<file path="config.mk">
export PLATFORM = sky130hd
export DESIGN_NAME = mvm_load_sequencer
export DESIGN_NICKNAME = d
export VERILOG_FILES = /design/src/rtl/mvm_load_sequencer.sv
export SDC_FILE = /design/constraint.sdc
export NUM_CORES = 1
export LEC_CHECK = 0
export ABC_CLOCK_PERIOD_IN_PS = 3200
export CORE_ASPECT_RATIO = 1.75
export CORE_MARGIN = 3
export CORE_UTILIZATION = 51
export DETAILED_ROUTE_END_ITERATION = 8
export PLACE_DENSITY = 0.89
export SYNTH_ARGS = -nofsm -noshare
export SYNTH_HDL_FRONTEND = slang
export SYNTH_SLANG_ARGS = --single-unit
</file>
<file path="constraint.sdc">
create_clock -name clk -period 3.2 [get_ports clk]
set_clock_uncertainty 0.15 [all_clocks]
set_input_delay 0.64 -clock clk [delete_from_list [all_inputs] [get_ports clk]]
set_output_delay 0.64 -clock clk [all_outputs]
set_load 0.02 [all_outputs]
</file>
<file path="src/rtl/mvm_load_sequencer.sv">
// Load sequencer for one matrix-vector multiply on the 8x8 MAC datapath.
// It fetches the matrix A columns and the vector B over a read port that allows one
// outstanding read. It loads the A and B FIFOs, then enables the MACs until the FIFOs
// drain, adds a fixed pipeline tail, and pulses done.
module mvm_load_sequencer #(
   parameter int DATA_WIDTH = 8,
   parameter int DIM        = 8,
   parameter int ADDR_WIDTH = 32,
   parameter int TAIL_CYC   = 9
) (
   input  logic                      clk,
   input  logic                      rst_n,
   input  logic                      start,
   input  logic [ADDR_WIDTH-1:0]     base_addr,
   output logic                      busy,
   output logic                      done,
   output logic [15:0]               job_cycles,
   output logic [ADDR_WIDTH-1:0]     mem_address,
   output logic                      mem_read,
   input  logic                      mem_waitrequest,
   input  logic [DIM*DATA_WIDTH-1:0] mem_readdata,
   input  logic                      mem_readdatavalid,
   output logic                      a_wren,
   output logic [DIM*DATA_WIDTH-1:0] a_data,
   output logic                      b_wren,
   output logic [DATA_WIDTH-1:0]     b_data,
   input  logic                      fifo_full_all,
   input  logic                      fifo_empty_all,
   output logic                      mac_clr,
   output logic                      mac_en
);

   localparam int CW = $clog2(DIM) + 1;
   localparam int IW = (DIM > 1) ? $clog2(DIM) : 1;
   localparam int TW = $clog2(TAIL_CYC) + 1;
   localparam int WW = DIM * DATA_WIDTH;

   typedef enum logic [2:0] {
      IDLE, CLEAR, RD_A, RD_B, PUSH_B, COMPUTE, DRAIN, DONE
   } state_t;

   state_t                state_q, state_d;
   logic [ADDR_WIDTH-1:0] baseAddr_q, baseAddr_d;
   logic [CW-1:0]         col_q, col_d;
   logic                  rdIssued_q, rdIssued_d;
   logic                  aPending_q, aPending_d;
   logic [WW-1:0]         aBuf_q, aBuf_d;
   logic [WW-1:0]         bBuf_q, bBuf_d;
   logic [IW-1:0]         pushIdx_q, pushIdx_d;
   logic                  seenFull_q, seenFull_d;
   logic [TW-1:0]         tailCnt_q, tailCnt_d;
   logic [15:0]           jobCycles_q, jobCycles_d;

   assign busy       = (state_q != IDLE);
   assign job_cycles = jobCycles_q;

   // State and working registers; a reset abandons any job in flight.
   always_ff @(posedge clk or negedge rst_n) begin
      if (!rst_n) begin
         state_q     <= IDLE;
         baseAddr_q  <= '0;
         col_q       <= '0;
         rdIssued_q  <= 1'b0;
         aPending_q  <= 1'b0;
         aBuf_q      <= '0;
         bBuf_q      <= '0;
         pushIdx_q   <= '0;
         seenFull_q  <= 1'b0;
         tailCnt_q   <= '0;
         jobCycles_q <= '0;
      end else begin
         state_q     <= state_d;
         baseAddr_q  <= baseAddr_d;
         col_q       <= col_d;
         rdIssued_q  <= rdIssued_d;
         aPending_q  <= aPending_d;
         aBuf_q      <= aBuf_d;
         bBuf_q      <= bBuf_d;
         pushIdx_q   <= pushIdx_d;
         seenFull_q  <= seenFull_d;
         tailCnt_q   <= tailCnt_d;
         jobCycles_q <= jobCycles_d;
      end
   end

   // Next-state logic and outputs; reads hold address/request until accepted, FIFO strobes wait out a full flag.
   always_comb begin
      state_d     = state_q;
      baseAddr_d  = baseAddr_q;
      col_d       = col_q;
      rdIssued_d  = rdIssued_q;
      aPending_d  = aPending_q;
      aBuf_d      = aBuf_q;
      bBuf_d      = bBuf_q;
      pushIdx_d   = pushIdx_q;
      seenFull_d  = seenFull_q;
      tailCnt_d   = tailCnt_q;
      jobCycles_d = jobCycles_q;
      done        = 1'b0;
      mem_address = '0;
      mem_read    = 1'b0;
      a_wren      = 1'b0;
      a_data      = '0;
      b_wren      = 1'b0;
      b_data      = '0;
      mac_clr     = 1'b0;
      mac_en      = 1'b0;

      if (state_q == IDLE) begin
         if (start) jobCycles_d = '0;
      end else if (jobCycles_q != 16'hFFFF) begin
         jobCycles_d = jobCycles_q + 16'd1;
      end

      case (state_q)
         IDLE: begin
            if (start) begin
               state_d    = CLEAR;
               baseAddr_d = base_addr;
            end
         end
         CLEAR: begin
            mac_clr    = 1'b1;
            col_d      = '0;
            rdIssued_d = 1'b0;
            aPending_d = 1'b0;
            pushIdx_d  = '0;
            seenFull_d = 1'b0;
            tailCnt_d  = '0;
            state_d    = RD_A;
         end
         RD_A: begin
            mem_address = baseAddr_q + ADDR_WIDTH'(col_q);
            if (aPending_q) begin
               if (!fifo_full_all) begin
                  a_wren     = 1'b1;
                  a_data     = aBuf_q;
                  aPending_d = 1'b0;
                  col_d      = col_q + CW'(1);
                  if (col_q == CW'(DIM - 1)) state_d = RD_B;
               end
            end else if (!rdIssued_q) begin
               mem_read = 1'b1;
               if (!mem_waitrequest) rdIssued_d = 1'b1;
            end else if (mem_readdatavalid) begin
               aBuf_d     = mem_readdata;
               aPending_d = 1'b1;
               rdIssued_d = 1'b0;
            end
         end
         RD_B: begin
            mem_address = baseAddr_q + ADDR_WIDTH'(col_q);
            if (!rdIssued_q) begin
               mem_read = 1'b1;
               if (!mem_waitrequest) rdIssued_d = 1'b1;
            end else if (mem_readdatavalid) begin
               bBuf_d     = mem_readdata;
               rdIssued_d = 1'b0;
               pushIdx_d  = '0;
               state_d    = PUSH_B;
            end
         end
         PUSH_B: begin
            if (!fifo_full_all) begin
               b_wren    = 1'b1;
               b_data    = bBuf_q[int'(pushIdx_q) * DATA_WIDTH +: DATA_WIDTH];
               pushIdx_d = pushIdx_q + IW'(1);
               if (pushIdx_q == IW'(DIM - 1)) state_d = COMPUTE;
            end
         end
         COMPUTE: begin
            mac_en = 1'b1;
            if (fifo_full_all) seenFull_d = 1'b1;
            if (seenFull_q && fifo_empty_all) begin
               tailCnt_d = '0;
               state_d   = DRAIN;
            end
         end
         DRAIN: begin
            mac_en = 1'b1;
            if (tailCnt_q == TW'(TAIL_CYC - 1)) state_d = DONE;
            else tailCnt_d = tailCnt_q + TW'(1);
         end
         DONE: begin
            done    = 1'b1;
            state_d = IDLE;
         end
         default: state_d = IDLE;
      endcase
   end

endmodule

</file>
==> impl_results.md <==
* IO Port Bufs at 229
* CTS buffer count at 17
* Post-Syn Instances at 840
* Final Hold Viols at 0
* DR vias/cell at 5.96
* Crit Path Category: reg -> out
* Post-synth EDFFs at 0
* CTS sink cnt at 194
* Pwr Total at 11.3 mW
* Die footprint at 21100 um2
* Total grt overflow at 0
* Met2 Use GR at 0.491
* DR vias at 8018
* Top cells by area, synth: dfrtp_1, mux2_2, and3_1
* RSZ-0062 raised after global routing: yes
* Layout Area Growth over Synthesis at 37.0%
* Mapped Area at 9870 um2
* Drt drc at 0
* Core area at 18800 um2
* Syn_nets at 954
* Routed len/inst at 21.0 um
* M3 GR Usage at 0.0500
* Setup crit start kind: flip-flop
* Clk_lat worst skew at 0.43 ns
* Overall routed net length at 28300 um
* Max Buffers Root-to-Sink at 2
* Top Usage Layer GRT: met2
* M1 GR Usage at 0.288
* Routed Antenna Nets at 0
* Cell Chain, Critical Path: ha_2, inv_2, fa_2, nand2b_4, a21o_4, buf_6, or4_1, a21oi_2, buf_4
* Final setup vio count at 21
* Peak VDD IR at 0.620 mV
* Net count, final at 1208
* Leak Pwr at 6.29 nW
* CP required at 2.41 ns
* Synth Flop Type: dfrtp_1
* Die Span Y at 190 um
* Synth warn at 0
* Worst-Margin Slew at 0.599 ns
* Relative slew slack at 0.600
* Status: finished, violations left
* Root Driver: clkbuf_16
* # hold bufs at CTS at 0
* First-pass GRT wire length at 44100 um
* Sum of net half-perimeters after detailed placement at 19800 um
* Fillers at 1303
* 1st-iter DRT viols at 573
* Post-route insts no fill at 1345
* PD cells at 833 nW/um2
* Failing checks: negative setup slack
* Most numerous cell in the Yosys netlist: dfrtp_1
* Largest net degree at the start of global routing at 72
* Crit-path max FO at 6
* Site row count at 66
* Clock-pin transition on the worst setup and hold timing paths at 0.07 ns
* Initial core utilization at 0.524
* Seq/Total Area, Yosys at 0.492
* Setup crit end kind: output port
* Worst Hold Class: in -> async
* Synth area leader: dfrtp_1
* CP arrival at 2.63 ns
* I/O pins at 230
* Fin. max-slew vios at 0
* Min cycle time layout at 3.42 ns
* CP max stage delay at 0.43 ns
* TritonCTS clock tree: done
* Final Util at 0.718
* Slowest CP cell: or4_1
* Max-capacitance violation count at 0
* Min setup slack post-route at -0.220 ns
* Synthesized area per cell at 11.7 um2
* Vias in the first global route at 8255
* Unique masters post-synth at 58
* Area share of the largest cell type after synthesis at 0.492
* Gpl congestion at 0.914
* Antenna fix cells at 0
* Seq cells post-synth at 194
* Die Wd at 111 um
* Number of antenna violations at the first check in global routing at 0
* Max Freq at 292 MHz
* Layout cells sized above 1 at 0.313
* Drt pass-1 iters at 5
* All-Layer GR Usage at 0.262
* Post-synth top cells: dfrtp_1, mux2_2, and3_1, nand2_1, a21oi_1
* Placed instance count at 1305
* Final period utilization at 1.07
* Synth async-reset ratio at 1.00
* H-Tree Depth at 4
-- worst max-delay path, delay by kind of cell, from the launching register on --
kind	cells	cell delay (ns)
buffers and inverters	3	0.32
flip-flops	1	0.36
AND/OR/NAND/NOR	2	0.61
AO/OA/AOI/OAI	2	0.40
adder cells (fa/ha/maj)	2	0.52
-- per-stage QoR --
stage | cell area (um2) | TNS [ns] | hold WS, ns | setup WS, ns
floorplan | 9870 | 0 | 0.194 | 0.150
global placement | 12700 | -11.00 | 0.317 | -0.318
detailed placement | 12700 | -12.39 | 0.337 | -0.384
CTS | 13400 | -2.54 | 0.0554 | -0.221
global route | 13500 | -4.73 | 0.0689 | -0.332
finish | 13500 | -2.42 | 0.0405 | -0.220
-- final timing paths --
check	from	slack, ns	cells after the start	to
worst min-delay path	rst_n	0.04	1	aBuf_q[14]$_DFFE_PN0P_
worst max-delay path	baseAddr_q[0]$_DFFE_PN0P_	-0.22	9	mem_address[14]
worst min register to register	aBuf_q[41]$_DFFE_PN0P_	0.35	1	aBuf_q[41]$_DFFE_PN0P_
max in group asynchronous	rst_n	2.00	2	aBuf_q[10]$_DFFE_PN0P_
min in group clk	aBuf_q[41]$_DFFE_PN0P_	0.35	1	aBuf_q[41]$_DFFE_PN0P_
worst max register to register	state_q[0]$_DFFE_PN0P_	0.86	5	aBuf_q[9]$_DFFE_PN0P_
-- layout make-up --
cell class	count	area (um2)	share of cell area
multi-input cells	565	4890	0.362
flip-flops and latches	194	4860	0.359
repair buffers	290	2790	0.207
clock buffers	18	439	0.0325
well taps	238	298	0.0220
clock inverters	14	138	0.0102
inverters	26	100	0.00741
-- cell usage in the layout (no fill, tap or decap), types with 9 or more instances in the layout --
master	synthesis	layout
nand2b_1	12	10
clkdlybuf4s50_1	0	125
buf_12	0	9
and3_1	71	71
buf_4	0	69
nand2_1	39	39
clkbuf_16	0	17
mux4_2	16	16
a21oi_1	32	18
nand4_1	9	9
or3_1	12	11
o21ai_0	21	19
inv_1	25	24
mux2i_1	15	15
nor2_1	28	28
o31ai_1	18	16
mux2_2	151	151
nand3_1	22	22
or4_1	19	11
a21oi_2	0	12
dlygate4sd2_1	0	63
dfrtp_1	194	193
-- timing repair --
action | in CTS | in global routing
setup buffers | 3 | 3
resized for setup | 226 | 39
endpoints found under the setup margin | 92 | 38
gates cloned | 2 | 0
pin swaps | 22 | 7
-- power by group --
| group | total (mW) | switching [mW] | internal (mW) |
|---|---|---|---|
| Combinational | 4.79 | 2.32 | 2.47 |
| Clock | 2.08 | 1.02 | 1.06 |
| Sequential | 4.40 | 0.830 | 3.57 |
| Total | 11.3 | 4.17 | 7.09 |
-- per-layer routing --
metal	up-vias	share of wire	wire length, um
li1	3602	-	-
met1	4025	0.36	10200
met2	321	0.55	15600
met3	70	0.051	1430
met4	0	0.038	1080
met5	-	0	0
-- flip-flops by register name, indices dropped and copies added, names as in the netlist --
signal and cells:
col_q 4, seenFull_q 1, bBuf_q 64, aBuf_q 64
tailCnt_q 5, state_q 3, aPending_q 1, baseAddr_q 32
rdIssued_q 1, job_cycles 16, pushIdx_q 3
-- logic make-up (layout without fill, tap and decap cells) --
| group | after synthesis | after routing | share of synthesized area |
|---|---|---|---|
| and+or+nand+nor | 250 | 250 | 0.147 |
| DFF | 194 | 194 | 0.492 |
| muxes | 188 | 188 | 0.231 |
| AOI/OAI and AO/OA | 107 | 108 | 0.0703 |
| buffers and inverters | 82 | 348 | 0.0379 |
| adders and majority gates | 11 | 11 | 0.0147 |
| xor gates and xnor gates | 8 | 8 | 0.00710 |
Power figures use the tool's default switching activity.
